$ cat config.mk
export PLATFORM = sky130hd
export DESIGN_NAME = mem_port_arbiter
export DESIGN_NICKNAME = d
export VERILOG_FILES = /design/src/rtl/tron_mem_pkg.sv /design/src/rtl/vid_burst_counter.sv /design/src/rtl/mem_port_arbiter.sv
export SDC_FILE = /design/constraint.sdc
export NUM_CORES = 1
export LEC_CHECK = 0
export ABC_AREA = 1
export BUFFER_PORTS_ARGS = -buffer_cell sky130_fd_sc_hd__buf_2
export CORE_ASPECT_RATIO = 1.2
export CORE_MARGIN = 1.5
export CORE_UTILIZATION = 29
export CTS_CLUSTER_SIZE = 20
export DETAILED_ROUTE_END_ITERATION = 8
export PLACE_DENSITY = 0.81
export SKIP_CTS_REPAIR_TIMING = 1
export SYNTH_ARGS = -nofsm -noshare
export SYNTH_HDL_FRONTEND = slang
export SYNTH_SLANG_ARGS = --single-unit
$ cat constraint.sdc
create_clock -name clk -period 1.54 [get_ports clk]
set_input_delay 0.077 -clock clk [delete_from_list [all_inputs] [get_ports clk]]
set_output_delay 0.077 -clock clk [all_outputs]
set_load 0.1 [all_outputs]
$ cat src/rtl/tron_mem_pkg.sv
// Shared definitions for the memory port arbiter: owner-state encoding,
// default burst limit and a width helper for the burst counter.
package tron_mem_pkg;

    typedef enum logic [1:0] {
        IDLE    = 2'd0,
        OWN_CPU = 2'd1,
        OWN_VID = 2'd2
    } owner_e;

    localparam int VID_MAX_BURST_DEF = 4;

    // Bits needed to hold 0..max_burst inclusive.
    function automatic int cnt_w(input int max_burst);
        return (max_burst < 1) ? 1 : $clog2(max_burst + 1);
    endfunction

endpackage

$ cat src/rtl/vid_burst_counter.sv
// Saturating, clearable count of consecutive video grants; at_limit flags
// that the video side has used up its burst allowance.
module vid_burst_counter
    import tron_mem_pkg::*;
#(
    parameter int MAX = VID_MAX_BURST_DEF,
    parameter int W   = cnt_w(MAX)
) (
    input  logic         clk,
    input  logic         rst,
    input  logic         inc,
    input  logic         clr,
    output logic [W-1:0] cnt,
    output logic         at_limit
);

    logic [W-1:0] cnt_q;
    logic [W-1:0] cnt_d;

    assign at_limit = (cnt_q == W'(MAX));
    assign cnt      = cnt_q;

    // Clear wins over increment; increment stops once the limit is reached.
    always_comb begin
        cnt_d = cnt_q;
        if (clr) begin
            cnt_d = '0;
        end else if (inc && !at_limit) begin
            cnt_d = cnt_q + W'(1);
        end
    end

    always_ff @(posedge clk or posedge rst) begin
        if (rst) begin
            cnt_q <= '0;
        end else begin
            cnt_q <= cnt_d;
        end
    end

endmodule

$ cat src/rtl/mem_port_arbiter.sv
// Shares one synchronous single-port RAM between a CPU port and a video
// read port; video has priority but is bounded by a burst limit.
module mem_port_arbiter
    import tron_mem_pkg::*;
#(
    parameter int VID_MAX_BURST = VID_MAX_BURST_DEF,
    parameter int ADDR_W        = 16,
    parameter int DATA_W        = 16
) (
    input  logic                            clk,
    input  logic                            reset,
    input  logic                            cpu_req,
    input  logic                            cpu_we,
    input  logic [ADDR_W-1:0]               cpu_addr,
    input  logic [DATA_W-1:0]               cpu_wdata,
    output logic                            cpu_grant,
    output logic                            cpu_valid,
    output logic [DATA_W-1:0]               cpu_rdata,
    input  logic                            vid_req,
    input  logic [ADDR_W-1:0]               vid_addr,
    output logic                            vid_grant,
    output logic                            vid_valid,
    output logic [DATA_W-1:0]               vid_rdata,
    output logic [ADDR_W-1:0]               mem_addr,
    output logic [DATA_W-1:0]               mem_wdata,
    output logic                            mem_we,
    input  logic [DATA_W-1:0]               mem_rdata,
    output owner_e                          dbg_owner,
    output logic [cnt_w(VID_MAX_BURST)-1:0] dbg_burst_cnt
);

    // Handshake: a requester raises req with addr/data and holds them until
    // the cycle its grant is high; the grant is the single-cycle acceptance.
    // A granted read returns a one-cycle valid exactly one cycle later.

    owner_e owner_q;
    owner_e owner_d;
    logic   rd_pend_q;
    logic   rd_pend_d;
    logic   burst_at_limit;

    vid_burst_counter #(
        .MAX (VID_MAX_BURST),
        .W   (cnt_w(VID_MAX_BURST))
    ) u_burst (
        .clk      (clk),
        .rst      (reset),
        .inc      (vid_grant),
        .clr      (!vid_grant),
        .cnt      (dbg_burst_cnt),
        .at_limit (burst_at_limit)
    );

    // Grants are forced low while reset is held so nothing reaches the RAM.
    always_comb begin
        vid_grant = 1'b0;
        cpu_grant = 1'b0;
        if (!reset) begin
            if (vid_req && !(cpu_req && burst_at_limit)) begin
                vid_grant = 1'b1;
            end else if (cpu_req) begin
                cpu_grant = 1'b1;
            end
        end
    end

    always_comb begin
        mem_addr  = '0;
        mem_we    = cpu_grant & cpu_we;
        mem_wdata = cpu_wdata;
        if (cpu_grant) begin
            mem_addr = cpu_addr;
        end else if (vid_grant) begin
            mem_addr = vid_addr;
        end
    end

    // Owner state doubles as the tag for the outstanding read.
    always_comb begin
        owner_d   = IDLE;
        rd_pend_d = 1'b0;
        if (cpu_grant) begin
            owner_d   = OWN_CPU;
            rd_pend_d = !cpu_we;
        end else if (vid_grant) begin
            owner_d   = OWN_VID;
            rd_pend_d = 1'b1;
        end
    end

    always_ff @(posedge clk or posedge reset) begin
        if (reset) begin
            owner_q   <= IDLE;
            rd_pend_q <= 1'b0;
        end else begin
            owner_q   <= owner_d;
            rd_pend_q <= rd_pend_d;
        end
    end

    always_comb begin
        cpu_valid = rd_pend_q && (owner_q == OWN_CPU);
        vid_valid = rd_pend_q && (owner_q == OWN_VID);
        cpu_rdata = cpu_valid ? mem_rdata : '0;
        vid_rdata = vid_valid ? mem_rdata : '0;
    end

    assign dbg_owner = owner_q;

endmodule
==> flow_summary_export.csv, run 1 <==
group,metric,value,unit
run_status,outcome,"finished, violations left",
run_status,violations,"negative setup slack",
clocking,cts_max_level,1,
clocking,cts_tree,"built",
worst_setup_path,critPathCaptureType,"primary output",
timing,fin_crit_sh,119,%
timing,finalSetupViolCount,29,
placement,placedInstanceArea,0.00277,mm2
timing,skew,0.0145,ns
clocking,clk_latency,0.27,ns
timing,max_freq,0.545,GHz
worst_setup_path,cp_top_family,"simple AND/OR/NAND/NOR gates",
placement,gp_congestion,0.800,
timing,relSlewSlack,65.9,%
worst_setup_path,timing.reg2reg.setup_slack,0.01,ns
finish,design_area,0.00289,mm2
logic_synthesis,synth_seq_cells,6,
logic_synthesis,synth_common_cells,"nor2_1, inv_1, nand2_1",
timing,worst_slew_pin_slew,0.515,ns
placement,place_ws,-0.0275,ns
worst_setup_path,r2r-end,"rd_pend_q",
logic_synthesis,syn_area,930,um2
logic_synthesis,yosysTopAreaCell,"dfrtp_1",
worst_setup_path,crit_fanout,17,
worst_setup_path,start_kind,"flip-flop",
finish,insertedDiodeCount,0,
worst_hold_path,hp-class,"input pin to flip-flop",
global_route,grt_use_met3,5.99,%
floorplan,die-area,0.00356,mm2
logic_synthesis,synth_most_common_cell,"nor2_1",
timing,period_needed,1.84,ns
global_route,gr-max-usage-layer,"met2",
worst_setup_path,cp.depth,7,
detailed_routing,wire_per_inst,19.3,um
power_and_ir_drop,powerDensity,446,mW/mm2
floorplan,die_w,54.7,um
global_route,grt_use_met1,21.5,%
detailed_routing,drt_drc_violations_left,0,
detailed_routing,num_vias,1547,
floorplan,die_h,65.0,um
timing,rsz0062_at_grt,"true",
finish,fill_cells,84,
worst_setup_path,reg2regPathDepth,7,
finish,layout-drive-gt1-share,78.1,%
run,drv_cap,0,
global_route,grt_max_degree,19,
logic_synthesis,synth_top_area_share,16.2,%
logic_synthesis,avgSynthCellArea,5.81,um2
timing,hold_viol_final,0,
detailed_routing,ant_nets,0,
floorplan,boundaryPins,143,
logic_synthesis,synth_cell_type_count,17,
finish,final_nets,332,
floorplan,core,0.00306,mm2
finish,final_util,94.6,%
logic_synthesis,ys.flop_type,"dfrtp_1",
worst_setup_path,cp.arrival,1.76,ns
placement,io_buffer_count,110,
worst_setup_path,cp_slowest_cell,"dfrtp_4",
timing,final.setup.worst_slack,-0.296,ns
power_and_ir_drop,leakagePower,1.24,nW
logic_synthesis,yosysSeqAreaShare,16.2,%
global_route,antenna_found_initial,0,
clocking,cts_root_buffer,"clkbuf_4",
worst_setup_path,path_buf_inv,3,
global_route,grt_pass1_wl,6480,um
clocking,cts_made_buffers,3,
power_and_ir_drop,ir_drop,0.516,mV
detailed_routing,dr.pass1.iters,4,
worst_setup_path,path_cells,"inv_4 > ha_4 > nand3_4 > buf_8 > nand4_1 > nand2_8 > buf_12",
global_route,grtUsageMet2,50.3,%
worst_setup_path,slowest_delay,0.44,ns
worst_setup_path,worstSetupPathType,"flip-flop to primary output",
logic_synthesis,syn_inst,160,
timing,slew_violations,0,
worst_setup_path,required,1.46,ns
floorplan,rows,22,
logic_synthesis,ys_warn_count,0,
global_route,grt_usage,24.7,%
global_route,grt_pass1_vias,1509,
logic_synthesis,async_reset_ff_share,100,%
worst_hold_path,hp-start,"cpu_we",
logic_synthesis,syn_nets,231,
floorplan,start_util,30.4,%
placement,dp_hpwl,3860,um
worst_setup_path,r2r_start,"u_burst.cnt[0]",
finish,syn_to_final_growth,211,%
detailed_routing,routed_wl,5720,um
clocking,cts.sinks,6,
global_route,overflow,0,
finish,multi_input_area,0.00109,mm2
clocking,clock_path_buffers,2,
detailed_routing,avgViaCountPerCell,5.23,
finish,layout.area.seq,166,um2
worst_hold_path,holdPathEnd,"rd_pend_q",
logic_synthesis,ys_top_cells_by_area,"dfrtp_1, nor2_1, buf_4",
logic_synthesis,synth_edf_count,0,
worst_hold_path,hold_depth,2,
detailed_routing,drt_iter0_markers,23,
clocking,clk_pin_slew,0.06,ns
## through the flow
step	hold WS [ns]	instances	power [W]	setup TNS (ns)
after floorplan	0.0647	160	0.000964	-5.29
after global placement	-0.0239	286	0.00106	0
after detailed placement	-0.0145	286	0.00107	-0.101
after CTS	-0.290	290	0.00124	-5.20
after global routing	0.0836	296	0.00133	-7.31
final	0.0896	296	0.00129	-5.62
## how the worst max path moves through the flow
| stage | start | end |
|---|---|---|
| 2_1_floorplan | u_burst.cnt[0] | dbg_owner[0] |
| 3_3_place_gp | u_burst.cnt[1] | mem_addr[5] |
| 3_5_place_dp | u_burst.cnt[1] | mem_addr[6] |
| 4_1_cts | u_burst.cnt[1] | mem_addr[6] |
| 5_1_grt | u_burst.cnt[0] | mem_addr[0] |
| 6_report | u_burst.cnt[0] | mem_addr[5] |
## routing by layer
metal	vias to the layer above	wire, um
li1	690	-
met1	743	1780
met2	101	3350
met3	13	476
met4	0	116
met5	-	0
## layout by cell type, fill, tap and decap left out, drive strengths merged
cell type    instances
nand2               24
nand3               19
nand3b               1
dlygate4sd3          1
dfrtp                6
ha                   2
nor2                37
clkinvlp             4
o21ai                3
clkbuf               4
buf                117
inv                 25
xor2                 1
nand4               16
## kinds of logic (layout without fill, tap and decap cells)
logic type	Yosys count	count (layout)	synth area share, %
buffers and inverters	53	151	30.3
XOR/XNOR	1	1	0.942
adder cells (fa/ha/maj)	2	2	2.69
AND/OR/NAND/NOR	95	97	48.3
flip-flops	6	6	16.2
AO/OA/AOI/OAI	3	3	1.61
## registers in the layout, summed over array words and instances, names as in the netlist
register and count:
dbg_owner 2, rd_pend_q 1, u_burst.cnt 3
## where the power goes
group	internal (W)	switching (W)	leakage, nW	total [W]
combinational	0.000305	0.000624	1.15	0.000930
clock	0.0000997	0.0000812	0.0150	0.000181
sequential	0.000168	0.0000104	0.0713	0.000178
## worst reg2reg max path: stages, from the launching register on
cell     delay [ns]
dfrtp_4        0.50
inv_4          0.08
ha_4           0.15
nand3_4        0.10
buf_8          0.18
nand3_2        0.10
buf_4          0.16
o21ai_0        0.11
## final cells by class
type / count / share of cell area, %
sequential: 6 / 5.76
multi-input combinational: 103 / 37.7
timing repair buffer: 118 / 49.6
tap: 36 / 1.56
clock buffer: 4 / 0.909
inverter: 29 / 4.46
Power figures use the tool's default switching activity.
==> run 2, diff against run 1 <==
- CTS_CLUSTER_DIAMETER: unset -> 120
- MAX_ROUTING_LAYER: unset -> met4
==> flow_summary_export.csv, run 2 (synthesis gave the netlist of run 1 again) <==
group,metric,value,unit
finish,mostFrequentLayoutCells,"buf_2, buf_12, nor2_4",
timing,worst_slew_pin_slew,0.516,ns
clocking,cts.sinks,6,
timing,slew_violations,0,
worst_setup_path,timing.reg2reg.setup_slack,0.02,ns
detailed_routing,wire_per_inst,19.3,um
worst_setup_path,critPathCaptureType,"primary output",
worst_hold_path,hp-class,"input pin to flip-flop",
run,drv_cap,0,
run_status,violations,"negative setup slack",
clocking,cts_made_buffers,3,
power_and_ir_drop,leakagePower,1.24,nW
finish,insertedDiodeCount,0,
floorplan,start_util,30.4,%
power_and_ir_drop,powerDensity,447,mW/mm2
floorplan,boundaryPins,143,
detailed_routing,avgViaCountPerCell,5.26,
global_route,antenna_found_initial,0,
floorplan,die_h,65.0,um
finish,largest_reg_flops,3,
clocking,clk_latency,0.27,ns
timing,period_needed,1.83,ns
timing,fin_setup_tns,-5.67,ns
clocking,clk_pin_slew,0.06,ns
clocking,cts_root_buffer,"clkbuf_4",
detailed_routing,num_vias,1556,
floorplan,die-area,0.00356,mm2
clocking,cts_max_level,1,
worst_hold_path,holdPathEnd,"rd_pend_q",
detailed_routing,drt_iter0_markers,37,
floorplan,die_w,54.7,um
clocking,cts_tree,"built",
power_and_ir_drop,power,0.00129,W
timing,rsz0062_at_grt,"true",
worst_setup_path,r2r-end,"rd_pend_q",
finish,final_nets,332,
worst_setup_path,cp.arrival,1.76,ns
placement,io_buffer_count,110,
global_route,grt_max_degree,19,
clocking,clock_path_buffers,2,
finish,syn_to_final_growth,211,%
detailed_routing,dr.pass1.iters,4,
timing,hold_viol_final,0,
global_route,grt_pass1_wl,6480,um
placement,gp_congestion,0.811,
run_status,outcome,"finished, violations left",
worst_setup_path,r2r_start,"u_burst.cnt[0]",
global_route,overflow,0,
worst_setup_path,required,1.46,ns
timing,max_freq,0.545,GHz
timing,skew,0.0114,ns
placement,dp_hpwl,3860,um
global_route,grt_usage,25.4,%
detailed_routing,routed_wl,5710,um
finish,fill_cells,84,
detailed_routing,drt_drc_violations_left,0,
finish,layout-drive-gt1-share,78.1,%
worst_hold_path,hold_depth,2,
timing,final.setup.worst_slack,-0.294,ns
timing,fin_crit_sh,119,%
worst_hold_path,hp-start,"cpu_we",
timing,relSlewSlack,65.8,%
worst_setup_path,crit_fanout,17,
timing,finalSetupViolCount,29,
power_and_ir_drop,ir_drop,0.514,mV
detailed_routing,ant_nets,0,
worst_setup_path,start_kind,"flip-flop",
global_route,grt_pass1_vias,1517,
worst_setup_path,worstSetupPathType,"flip-flop to primary output",
finish,final_common_cell,"buf_2",
timing,timing.hold.ws,0.0805,ns
worst_setup_path,reg2regPathDepth,7,
floorplan,core,0.00306,mm2
floorplan,rows,22,
-- run 2: cell counts in the layout (fill, tap and decap cells not counted) --
No cell type changed its count.
-- run 2: through the flow --
step	worst slack [ns]	cells	area (um2)	utilization, %
floorplan	-0.335	160	1540	-
global placement	0.0228	286	2770	90.8
detailed placement	-0.0275	286	2770	90.8
CTS	-0.306	290	2800	91.6
global route	-0.345	296	2890	94.6
finish	-0.294	296	2890	94.6
-- run 2: worst max-delay path, stage by stage, from the launching register on --
cell and delay (ns):
dfrtp_4 0.44, inv_4 0.05, ha_4 0.17, nand3_4 0.09, buf_8 0.17, nand4_1 0.25, nand2_8 0.14, buf_12 0.17
-- run 2: per-layer routing --
layer | vias to the layer above | part of all wire (%) | track usage (%)
li1 | 688 | - | -
met1 | 751 | 31 | 21.9
met2 | 102 | 58 | 50.3
met3 | 15 | 8.0 | 5.30
met4 | 0 | 2.1 | 7.81
met5 | - | 0 | -
-- run 2: worst max-delay path by stage --
stage	cells past startpoint	endpoint	from
after global routing	7	mem_addr[0]	u_burst.cnt[0]
after CTS	7	mem_addr[6]	u_burst.cnt[1]
final	7	mem_addr[5]	u_burst.cnt[0]
after global placement	7	mem_addr[5]	u_burst.cnt[1]
after floorplan	6	dbg_owner[0]	u_burst.cnt[0]
after detailed placement	7	mem_addr[6]	u_burst.cnt[1]
-- run 2: layout make-up --
type                            instances  area (um2)  share of cell area (%)
Clock buffer                            4        26.3                   0.909
Inverter                               29         129                    4.46
Multi-Input combinational cell        103        1090                    37.7
Sequential cell                         6         166                    5.76
Tap cell                               36        45.0                    1.56
Timing Repair Buffer                  118        1430                    49.6
-- run 2: where the power goes --
part | internal [W] | total, W | switching (W)
Sequential | 0.000168 | 0.000178 | 0.0000104
Combinational | 0.000305 | 0.000929 | 0.000624
Clock | 0.0000999 | 0.000183 | 0.0000835
